==> config.mk <==
export PLATFORM = sky130hd
export DESIGN_NAME = set_ram_access_scheduler
export DESIGN_NICKNAME = d
export VERILOG_FILES = /design/src/rtl/set_ram_access_scheduler_pkg.sv /design/src/rtl/set_ram_access_scheduler_rr_arbiter_2.sv /design/src/rtl/set_ram_access_scheduler.sv
export SDC_FILE = /design/constraint.sdc
export NUM_CORES = 1
export LEC_CHECK = 0
export BUFFER_PORTS_ARGS = -buffer_cell sky130_fd_sc_hd__clkbuf_2
export CAP_MARGIN = 20
export CORE_AREA = 2 2 73 75
export DETAILED_ROUTE_END_ITERATION = 8
export DIE_AREA = 0 0 75 77
export PLACE_DENSITY = 0.64
export SETUP_SLACK_MARGIN = 0.02
export SLEW_MARGIN = 0
export SYNTH_ARGS = -nofsm -noshare
export SYNTH_HDL_FRONTEND = slang
export SYNTH_SLANG_ARGS = --single-unit
==> constraint.sdc <==
create_clock -name clk_in -period 3.2 [get_ports clk_in]
set_input_delay 0.16 -clock clk_in [delete_from_list [all_inputs] [get_ports clk_in]]
set_output_delay 0.16 -clock clk_in [all_outputs]
set_load 0.03 [all_outputs]
==> src/rtl/set_ram_access_scheduler_pkg.sv <==
// Shared types and widths for the set RAM access scheduler and its RAM wrapper.
package set_ram_access_scheduler_pkg;

    localparam int ELEM_W    = 10;
    localparam int NUM_SETS  = 64;
    localparam int SET_PTR_W = 6;

    typedef enum logic {
        ST_INIT = 1'b0,
        ST_RUN  = 1'b1
    } sched_state_e;

    typedef logic req_idx_t;

endpackage

==> src/rtl/set_ram_access_scheduler_rr_arbiter_2.sv <==
// Two-requester round-robin arbiter; the pointer only advances when both requesters contend.
module set_ram_access_scheduler_rr_arbiter_2
    import set_ram_access_scheduler_pkg::*;
(
    input  logic       clk_in,
    input  logic       reset_in,
    input  logic       enable_in,
    input  logic [1:0] req_in,
    output logic [1:0] grant_out,
    output req_idx_t   grant_idx_out
);

    req_idx_t ptr_q;
    req_idx_t ptr_d;

    always_comb begin
        grant_out     = 2'b00;
        grant_idx_out = 1'b0;
        ptr_d         = ptr_q;
        if (enable_in) begin
            case (req_in)
                2'b01: grant_out = 2'b01;
                2'b10: begin
                    grant_out     = 2'b10;
                    grant_idx_out = 1'b1;
                end
                2'b11: begin
                    grant_out     = ptr_q ? 2'b10 : 2'b01;
                    grant_idx_out = ptr_q;
                    ptr_d         = ~ptr_q;
                end
                default: ;
            endcase
        end
    end

    always_ff @(posedge clk_in or negedge reset_in) begin
        if (!reset_in) begin
            ptr_q <= 1'b0;
        end else begin
            ptr_q <= ptr_d;
        end
    end

endmodule

==> src/rtl/set_ram_access_scheduler.sv <==
// Front end for the per-set dual-port RAM: zero sweep after reset, then arbitrated reads and writes.
// Optional SET_RAM_BYPASS_EN forwards same-cycle write data to a colliding read response.
module set_ram_access_scheduler
    import set_ram_access_scheduler_pkg::*;
#(
    parameter int SINGLE_ELEMENT_SIZE_IN_BITS = ELEM_W,
    parameter int NUMBER_SETS                 = NUM_SETS,
    parameter int SET_PTR_WIDTH_IN_BITS       = SET_PTR_W
) (
    input  logic                                   clk_in,
    input  logic                                   reset_in,
    output logic                                   init_done_out,
    input  logic                                   rd0_valid_in,
    input  logic [SET_PTR_WIDTH_IN_BITS-1:0]       rd0_set_addr_in,
    output logic                                   rd0_ready_out,
    output logic                                   rd0_resp_valid_out,
    output logic [SINGLE_ELEMENT_SIZE_IN_BITS-1:0] rd0_resp_element_out,
    input  logic                                   rd1_valid_in,
    input  logic [SET_PTR_WIDTH_IN_BITS-1:0]       rd1_set_addr_in,
    output logic                                   rd1_ready_out,
    output logic                                   rd1_resp_valid_out,
    output logic [SINGLE_ELEMENT_SIZE_IN_BITS-1:0] rd1_resp_element_out,
    input  logic                                   wr_valid_in,
    input  logic [SET_PTR_WIDTH_IN_BITS-1:0]       wr_set_addr_in,
    input  logic [SINGLE_ELEMENT_SIZE_IN_BITS-1:0] wr_element_in,
    output logic                                   wr_ready_out,
    output logic                                   evict_valid_out,
    output logic [SINGLE_ELEMENT_SIZE_IN_BITS-1:0] evict_element_out,
    output logic                                   ram_read_en_out,
    output logic [SET_PTR_WIDTH_IN_BITS-1:0]       ram_read_set_addr_out,
    input  logic [SINGLE_ELEMENT_SIZE_IN_BITS-1:0] ram_read_element_in,
    output logic                                   ram_write_en_out,
    output logic [SET_PTR_WIDTH_IN_BITS-1:0]       ram_write_set_addr_out,
    output logic [SINGLE_ELEMENT_SIZE_IN_BITS-1:0] ram_write_element_out,
    input  logic [SINGLE_ELEMENT_SIZE_IN_BITS-1:0] ram_evict_element_in
);

    localparam int EW = SINGLE_ELEMENT_SIZE_IN_BITS;
    localparam int PW = SET_PTR_WIDTH_IN_BITS;
    localparam logic [PW-1:0] LAST_SET = PW'(NUMBER_SETS - 1);

    sched_state_e  state_q;
    logic [PW-1:0] init_cnt_q;
    logic [PW-1:0] rd_addr_q;
    logic [1:0]    resp_valid_q;
    logic          evict_valid_q;

    logic          run;
    logic [1:0]    grant;
    req_idx_t      grant_idx;
    logic          any_grant;
    logic [PW-1:0] grant_addr;
    logic [EW-1:0] resp_element;

    assign run = (state_q == ST_RUN);

    set_ram_access_scheduler_rr_arbiter_2 u_arb (
        .clk_in        (clk_in),
        .reset_in      (reset_in),
        .enable_in     (run),
        .req_in        ({rd1_valid_in, rd0_valid_in}),
        .grant_out     (grant),
        .grant_idx_out (grant_idx)
    );

    assign any_grant  = |grant;
    assign grant_addr = grant_idx ? rd1_set_addr_in : rd0_set_addr_in;

    assign init_done_out = run;
    assign rd0_ready_out = grant[0];
    assign rd1_ready_out = grant[1];
    assign wr_ready_out  = run;

    // The RAM ignores write_en unless read_en is also high, so a lone write still asserts read_en.
    assign ram_read_en_out        = run ? (any_grant | wr_valid_in) : 1'b1;
    assign ram_read_set_addr_out  = any_grant ? grant_addr : rd_addr_q;
    assign ram_write_en_out       = run ? wr_valid_in : 1'b1;
    assign ram_write_set_addr_out = run ? wr_set_addr_in : init_cnt_q;
    assign ram_write_element_out  = run ? wr_element_in : '0;

    assign rd0_resp_valid_out   = resp_valid_q[0];
    assign rd1_resp_valid_out   = resp_valid_q[1];
    assign rd0_resp_element_out = resp_element;
    assign rd1_resp_element_out = resp_element;
    assign evict_valid_out      = evict_valid_q;
    assign evict_element_out    = ram_evict_element_in;

    always_ff @(posedge clk_in or negedge reset_in) begin
        if (!reset_in) begin
            state_q       <= ST_INIT;
            init_cnt_q    <= '0;
            rd_addr_q     <= '0;
            resp_valid_q  <= '0;
            evict_valid_q <= 1'b0;
        end else begin
            resp_valid_q  <= grant;
            evict_valid_q <= run & wr_valid_in;
            if (any_grant) begin
                rd_addr_q <= grant_addr;
            end
            case (state_q)
                ST_INIT: begin
                    init_cnt_q <= init_cnt_q + 1'b1;
                    if (init_cnt_q == LAST_SET) begin
                        state_q <= ST_RUN;
                    end
                end
                ST_RUN:  ;
                default: state_q <= ST_INIT;
            endcase
        end
    end

`ifdef SET_RAM_BYPASS_EN
    logic          bypass_hit_q;
    logic [EW-1:0] bypass_data_q;

    // The RAM returns pre-write data on a same-cycle collision; substitute the new element.
    always_ff @(posedge clk_in or negedge reset_in) begin
        if (!reset_in) begin
            bypass_hit_q  <= 1'b0;
            bypass_data_q <= '0;
        end else begin
            bypass_hit_q <= any_grant & wr_valid_in & (grant_addr == wr_set_addr_in);
            if (any_grant & wr_valid_in & (grant_addr == wr_set_addr_in)) begin
                bypass_data_q <= wr_element_in;
            end
        end
    end

    assign resp_element = bypass_hit_q ? bypass_data_q : ram_read_element_in;
`else
    assign resp_element = ram_read_element_in;
`endif

endmodule

Yosys cells after proc, flatten, opt, wreduce, memory -nomap -nowiden. Index checks and enable logic that the tools add are counted. W data, S select, Z words.

Add/sub/neg operators: 1. Equal/unequal tests: 4. Muxes and demuxes: 13. Bitwise logic cells: 3. Reductions and logical operators: 2.

Operators with widths (count): $mux W6 (3); $mux W10 (1); $add A6 B1 Y6 const B (1); $eq A6 B6 Y1 const B (1); $pmux W2 S3 (1); $mux W1 (5); $eq A2 B2 Y1 const B (2); $mux W2 (2); $eq A2 B1 Y1 const B (1); $pmux W1 S2 (1); $reduce_and A2 Y1 (1); $reduce_or A2 Y1 (1); $and A1 B1 Y1 (1); $not A1 Y1 (1); $or A1 B1 Y1 (1).

Flip-flop bits (word level): 17.

Longest topological paths before layout.
Word-level depth: 6. Gate-level depth with buffers: 5.

By module. Synthesis repeated with hierarchy kept, for this count alone.

Cells, all modules: 112. Area, all modules: 1102.3 um^2.

By module, submodules not included: set_ram_access_scheduler (times used 1, cells an instance 103, area an instance 1037.2 um^2, seq. area each 400.4 um^2); set_ram_access_scheduler_rr_arbiter_2 (times used 1, cells an instance 9, area an instance 65.1 um^2, seq. area each 25.0 um^2).

Worst setup path before layout. No wires, ideal clock.

Path kind: register to register. Start: reg state_q (netlist: init_done_out). End: reg rd_addr_q[2]. Library setup time: 0.192 ns. Arrival: 1.834 ns. Data required time: 3.008 ns. Setup slack: 1.174 ns. Cell stages (with the launch flop): 6. Cell sequence: dfrtp_1 > buf_6 > nand2_2 > buf_6 > or3b_1 > a31oi_1.

Longest elaborated chain between the ends: 3.

RTL lines: start, declared (RTL line set_ram_access_scheduler.sv:42) `sched_state_e state_q;`; start signal, assigned (RTL line set_ram_access_scheduler.sv:90) `state_q <= ST_INIT;`; start signal, assigned (RTL line set_ram_access_scheduler.sv:105) `state_q <= ST_RUN;`; start signal, assigned (RTL line set_ram_access_scheduler.sv:109) `default: state_q <= ST_INIT;`; $mux W1 / $mux W2 (equally long branches) (RTL line set_ram_access_scheduler_rr_arbiter_2.sv:20) `if (enable_in) begin`; $mux W6 / $reduce_or A2 Y1 (equally long branches) (RTL line set_ram_access_scheduler.sv:67, set_ram_access_scheduler.sv:66); $mux W6 (*); named net ram_read_set_addr_out[2] (RTL line set_ram_access_scheduler.sv:30) `output logic [SET_PTR_WIDTH_IN_BITS-1:0] ram_read_set_addr_out,`; end signal, assigned (RTL line set_ram_access_scheduler.sv:99) `rd_addr_q <= grant_addr;`; end, declared (RTL line set_ram_access_scheduler.sv:44) `logic [PW-1:0] rd_addr_q;`.

The timed path passes the listed nets; every way through them passes the cells marked *. A chain may end at the register's enable or synchronous reset.

Worst setup path in the final report.
Start: reg u_arb.ptr_q. End: out ram_read_set_addr_out[3].

Longest elaborated chain between the ends: 5.

RTL lines: start, declared (RTL line set_ram_access_scheduler_rr_arbiter_2.sv:13) `req_idx_t ptr_q;`; start signal, assigned (RTL line set_ram_access_scheduler_rr_arbiter_2.sv:41) `ptr_q <= ptr_d;`; $mux W2 (RTL line set_ram_access_scheduler_rr_arbiter_2.sv:28) `grant_out = ptr_q ? 2'b10 : 2'b01;`; $pmux W2 S3 (RTL line set_ram_access_scheduler_rr_arbiter_2.sv:21) `case (req_in)`; $mux W2 (RTL line set_ram_access_scheduler_rr_arbiter_2.sv:20); $reduce_or A2 Y1 (RTL line set_ram_access_scheduler.sv:66) `assign any_grant = |grant;`; $mux W6 (*) (RTL line set_ram_access_scheduler.sv:76) `assign ram_read_set_addr_out = any_grant ? grant_addr : rd_addr_q;`; end, declared (RTL line set_ram_access_scheduler.sv:30).

Mark *: on every way between the ends. The rest lies on a longest branch, timed or not.

==> qor.txt <==
==========================================================================================
Slowest CP cell                                                               sky130_fd_sc_hd__nor2b_1
Congestion Overflow GR                                                                   0
Count of unique library cells instantiated by Yosys                                     25
Flip-flop and latch count after synthesis                                               17
Simple-gate share of the synthesized area                                            0.189
Dominant combinational cell family by area after synthesis                    buffers and inverters
Drt first-iter violations                                                               37
Kind of launch point of the worst setup path                                     flip-flop
Total Die Area                                                                 0.00578 mm²
Headroom to the max-slew limit                                                       0.552
Worst setup slack after placement                                                  1.45 ns
Root Buffer                                                                   sky130_fd_sc_hd__clkbuf_8
EDFF count, synth                                                                        0
Post-detailed-route wirelength per cell                                            10.2 µm
Setup repair after global routing missed its margin                                  false
Post-synth top area cell                                                      sky130_fd_sc_hd__dfrtp_1
Static power due to leakage                                                    0.000660 µW
Critical path class                                                           flip-flop to output port
Cell with the most instances after synthesis                                  sky130_fd_sc_hd__buf_4
Number of placement rows                                                                26
Maximum number of pins on one net before global-route repair                            27
Relative contribution of the clock network to total power                            0.393
Clock latency on the worst-skew pair                                               0.25 ns
Global-route wire length before repair                                             3620 µm
Wire length after detailed routing                                                 2250 µm
Count of vias placed by the detailed router                                            846
Setup clock skew after layout                                                   0.00429 ns
Antenna diode count                                                                      0
WP data arrival                                                                    1.84 ns
CTS clk-pin slew, worst paths                                                      0.07 ns
Family of cells with the greatest summed delay on the critical path           simple AND/OR/NAND/NOR gates
Top fanout value on the critical path                                                   13
Final-report max-slew violation count                                                    0
Width of the chip                                                                    75 µm
Highest attainable clock frequency                                                 500 MHz
Share of total power in sequential cells                                             0.536
Fraction of synthesized cell area in xor and xnor cells                             0.0455
Slowest cell delay on critical path                                                0.54 ns
Clock Sink Count                                                                        17
Clock buffers created by TritonCTS                                                       3
Relative contribution of combinational cells to total power                          0.070
Worst hold slack                                                                  0.136 ns
Vias in the first global route                                                         798
Summed instance area of the synthesized netlist                                0.00115 mm²
Layout net count                                                                       206
Final Setup Violations                                                                   0
Count of input and output buffers                                                       63
Result of the run                                                                completed
Share of the yosys chip area belonging to registers                                  0.368
Share of synthesized registers carrying an async set or reset                         1.00
CTS tree                                                                              done
Switching power total                                                              83.1 µW
Initial core utilization                                                             0.232
Slack of the critical path                                                         1.20 ns
Global placer's final weighted congestion                                            0.724
Post-synth top flop                                                           sky130_fd_sc_hd__dfrtp_1
Crit path required time                                                            3.04 ns
Area fraction in compound gates after synthesis                                     0.0758
Number of cells upsized or downsized after cts                                           0
Relative area change from synthesis to final layout                                  16.1%
Count of max-cap constraint violations                                                   0
Proportion of total power due to net switching                                       0.207
Number of H-tree levels                                                                  1
Biggest area contributors in the synthesized netlist                          sky130_fd_sc_hd__dfrtp_1 37%, sky130_fd_sc_hd__buf_4 20%, sky130_fd_sc_hd__mux2_2 6.8%
Area of combinational cells with multiple inputs                                   449 µm²
Vias per cell                                                                         3.83
Ratio of final minimum period to clock period                                        0.625
Footprint of the flip-flops and latches                                            425 µm²
Worst IR Drop VDD                                                                 0.153 mV
Portion of synthesized cell area occupied by the leading cell type                   0.368
Buffering stage count on the worst path with inverters included                          1
Transition at the pin with the smallest max-transition slack                      0.670 ns
Post-synthesis average cell area                                                  9.70 µm²
All-Layer GR Usage                                                                  0.0778
Total power                                                                         401 µW
Clock tree buffer depth                                                                  2
Post-detailed-route DRC marker count                                                     0
Synthesis Warnings                                                                       0
Share of synthesized area spent on multiplexers                                     0.0683
HPWL after detailed placement                                                      1780 µm
Share of synthesized cell area in full adder, half adder and majority cells         0.0108
Cell Pwr Density                                                                299 mW/mm²
Detailed-routing iteration count for the pre-antenna-repair pass                         4
Setup_tns                                                                             0 ns
I/O pin count                                                                          114
Die H                                                                                77 µm
Synthesized instance count                                                             119
Number of failing hold endpoints at the final stage                                      0
Number of routed nets with antenna violations                                            0
Worst Hold Class                                                              primary input to flip-flop
Min Clock Period, post-route                                                       2.00 ns
Kind of capture point of the worst setup path                                  output port
Fraction of layout cells with a size suffix above 1                                  0.510
Number of antenna violations at the first check in global routing                        0
Count of filler cells inserted in the layout                                           537
CORE AREA                                                                      0.00498 mm²
Cell breakdown of the critical path                                           nor2b_1 > o21ai_0 > a31oi_1 > clkbuf_2
Internal power of the cells                                                         317 µW
Number of nets produced by synthesis                                                   173
Commonest cells in the netlist                                                31 x sky130_fd_sc_hd__buf_4, 17 x sky130_fd_sc_hd__dfrtp_1, 11 x sky130_fd_sc_hd__and2_1, 8 x sky130_fd_sc_hd__nor2_1, 7 x sky130_fd_sc_hd__mux2_2
==========================================================================================
## power groups by stage
stage	logic, µW	clock network, µW	registers [µW]
6_report	28.2	157	215
5_1_grt	32.4	176	215
4_1_cts	29.1	164	215
3_5_place_dp	27.9	0	219
3_3_place_gp	27.4	0	219
2_1_floorplan	75.9	0	219
## through the flow
stage,instance area (µm²),util,cells
5_1_grt,1340,0.269,221
4_1_cts,1340,0.269,221
3_3_place_gp,1280,0.258,216
3_5_place_dp,1280,0.258,216
2_1_floorplan,1150,-,119
6_report,1340,0.269,221
## layout by cell type (no fill, tap or decap)
cell type	count
sky130_fd_sc_hd__nor2b_1	1
sky130_fd_sc_hd__clkinv_2	1
sky130_fd_sc_hd__xnor2_1	5
sky130_fd_sc_hd__nand3_1	2
sky130_fd_sc_hd__o21bai_1	1
sky130_fd_sc_hd__dlygate4sd3_1	1
sky130_fd_sc_hd__a31oi_1	6
sky130_fd_sc_hd__nand2_2	1
sky130_fd_sc_hd__ha_1	1
sky130_fd_sc_hd__o21ai_1	3
sky130_fd_sc_hd__a21oi_1	1
sky130_fd_sc_hd__or2_2	1
sky130_fd_sc_hd__dfrtp_1	17
sky130_fd_sc_hd__xor2_1	1
sky130_fd_sc_hd__or3b_1	6
sky130_fd_sc_hd__nor2_1	8
sky130_fd_sc_hd__nand2b_1	2
sky130_fd_sc_hd__clkbuf_2	63
sky130_fd_sc_hd__buf_4	1
sky130_fd_sc_hd__clkbuf_8	3
sky130_fd_sc_hd__and2_1	11
sky130_fd_sc_hd__mux2_2	7
sky130_fd_sc_hd__o21ai_0	3
sky130_fd_sc_hd__o21a_1	1
sky130_fd_sc_hd__nand2_1	2
sky130_fd_sc_hd__nand4b_1	2
## worst paths after layout
| check | start | endpoint | slack, ns | cells past startpoint |
|---|---|---|---|---|
| min | wr_valid_in | evict_valid_out | 0.14 | 2 |
| min reg2reg | u_arb.ptr_q | u_arb.ptr_q | 0.50 | 1 |
| max reg2reg | u_arb.ptr_q | rd_addr_q[3] | 1.75 | 3 |
| max in group asynchronous | reset_in | resp_valid_q[1] | 2.52 | 2 |
| min in group asynchronous | reset_in | u_arb.ptr_q | 0.38 | 2 |
| max | u_arb.ptr_q | ram_read_set_addr_out[3] | 1.20 | 4 |
## timing repair
| action | 4_1_cts | 5_1_grt |
|---|---|---|
| buffers inserted | 0 | 0 |
| hold buffers | 1 | 0 |
| endpoints found under the hold margin | 17 | 0 |
## flip-flops by register name, indices dropped and copies added (netlist names)
name             flops
init_cnt_q           6
rd_addr_q            6
evict_valid_out      1
u_arb.ptr_q          1
resp_valid_q         2
init_done_out        1
## final cells by class
| cell class | instances | share of cell area |
|---|---|---|
| clock buffer | 3 | 0.0308 |
| sequential | 17 | 0.317 |
| tap | 70 | 0.0653 |
| clock inverter | 1 | 0.00373 |
| multi-input combinational | 65 | 0.335 |
| timing repair buffer | 65 | 0.248 |
## cells by family (layout without fill, tap and decap cells)
logic type	count (synthesis)	in the layout
AO/OA/AOI/OAI	15	15
XOR/XNOR	6	6
adder cells (fa/ha/maj)	1	1
buffers and inverters	37	69
flip-flops	17	17
multiplexers	7	7
AND/OR/NAND/NOR	36	36
## per-layer routing
metal / global-route usage / routed length [µm] / up-vias
met2: 0.127 / 1130 / 24
met4: 0.0446 / 31 / 0
met5: 0 / 0 / -
li1: - / - / 425
met1: 0.0946 / 930 / 391
met3: 0.0105 / 153 / 6
(Power assumes the default switching activity.)
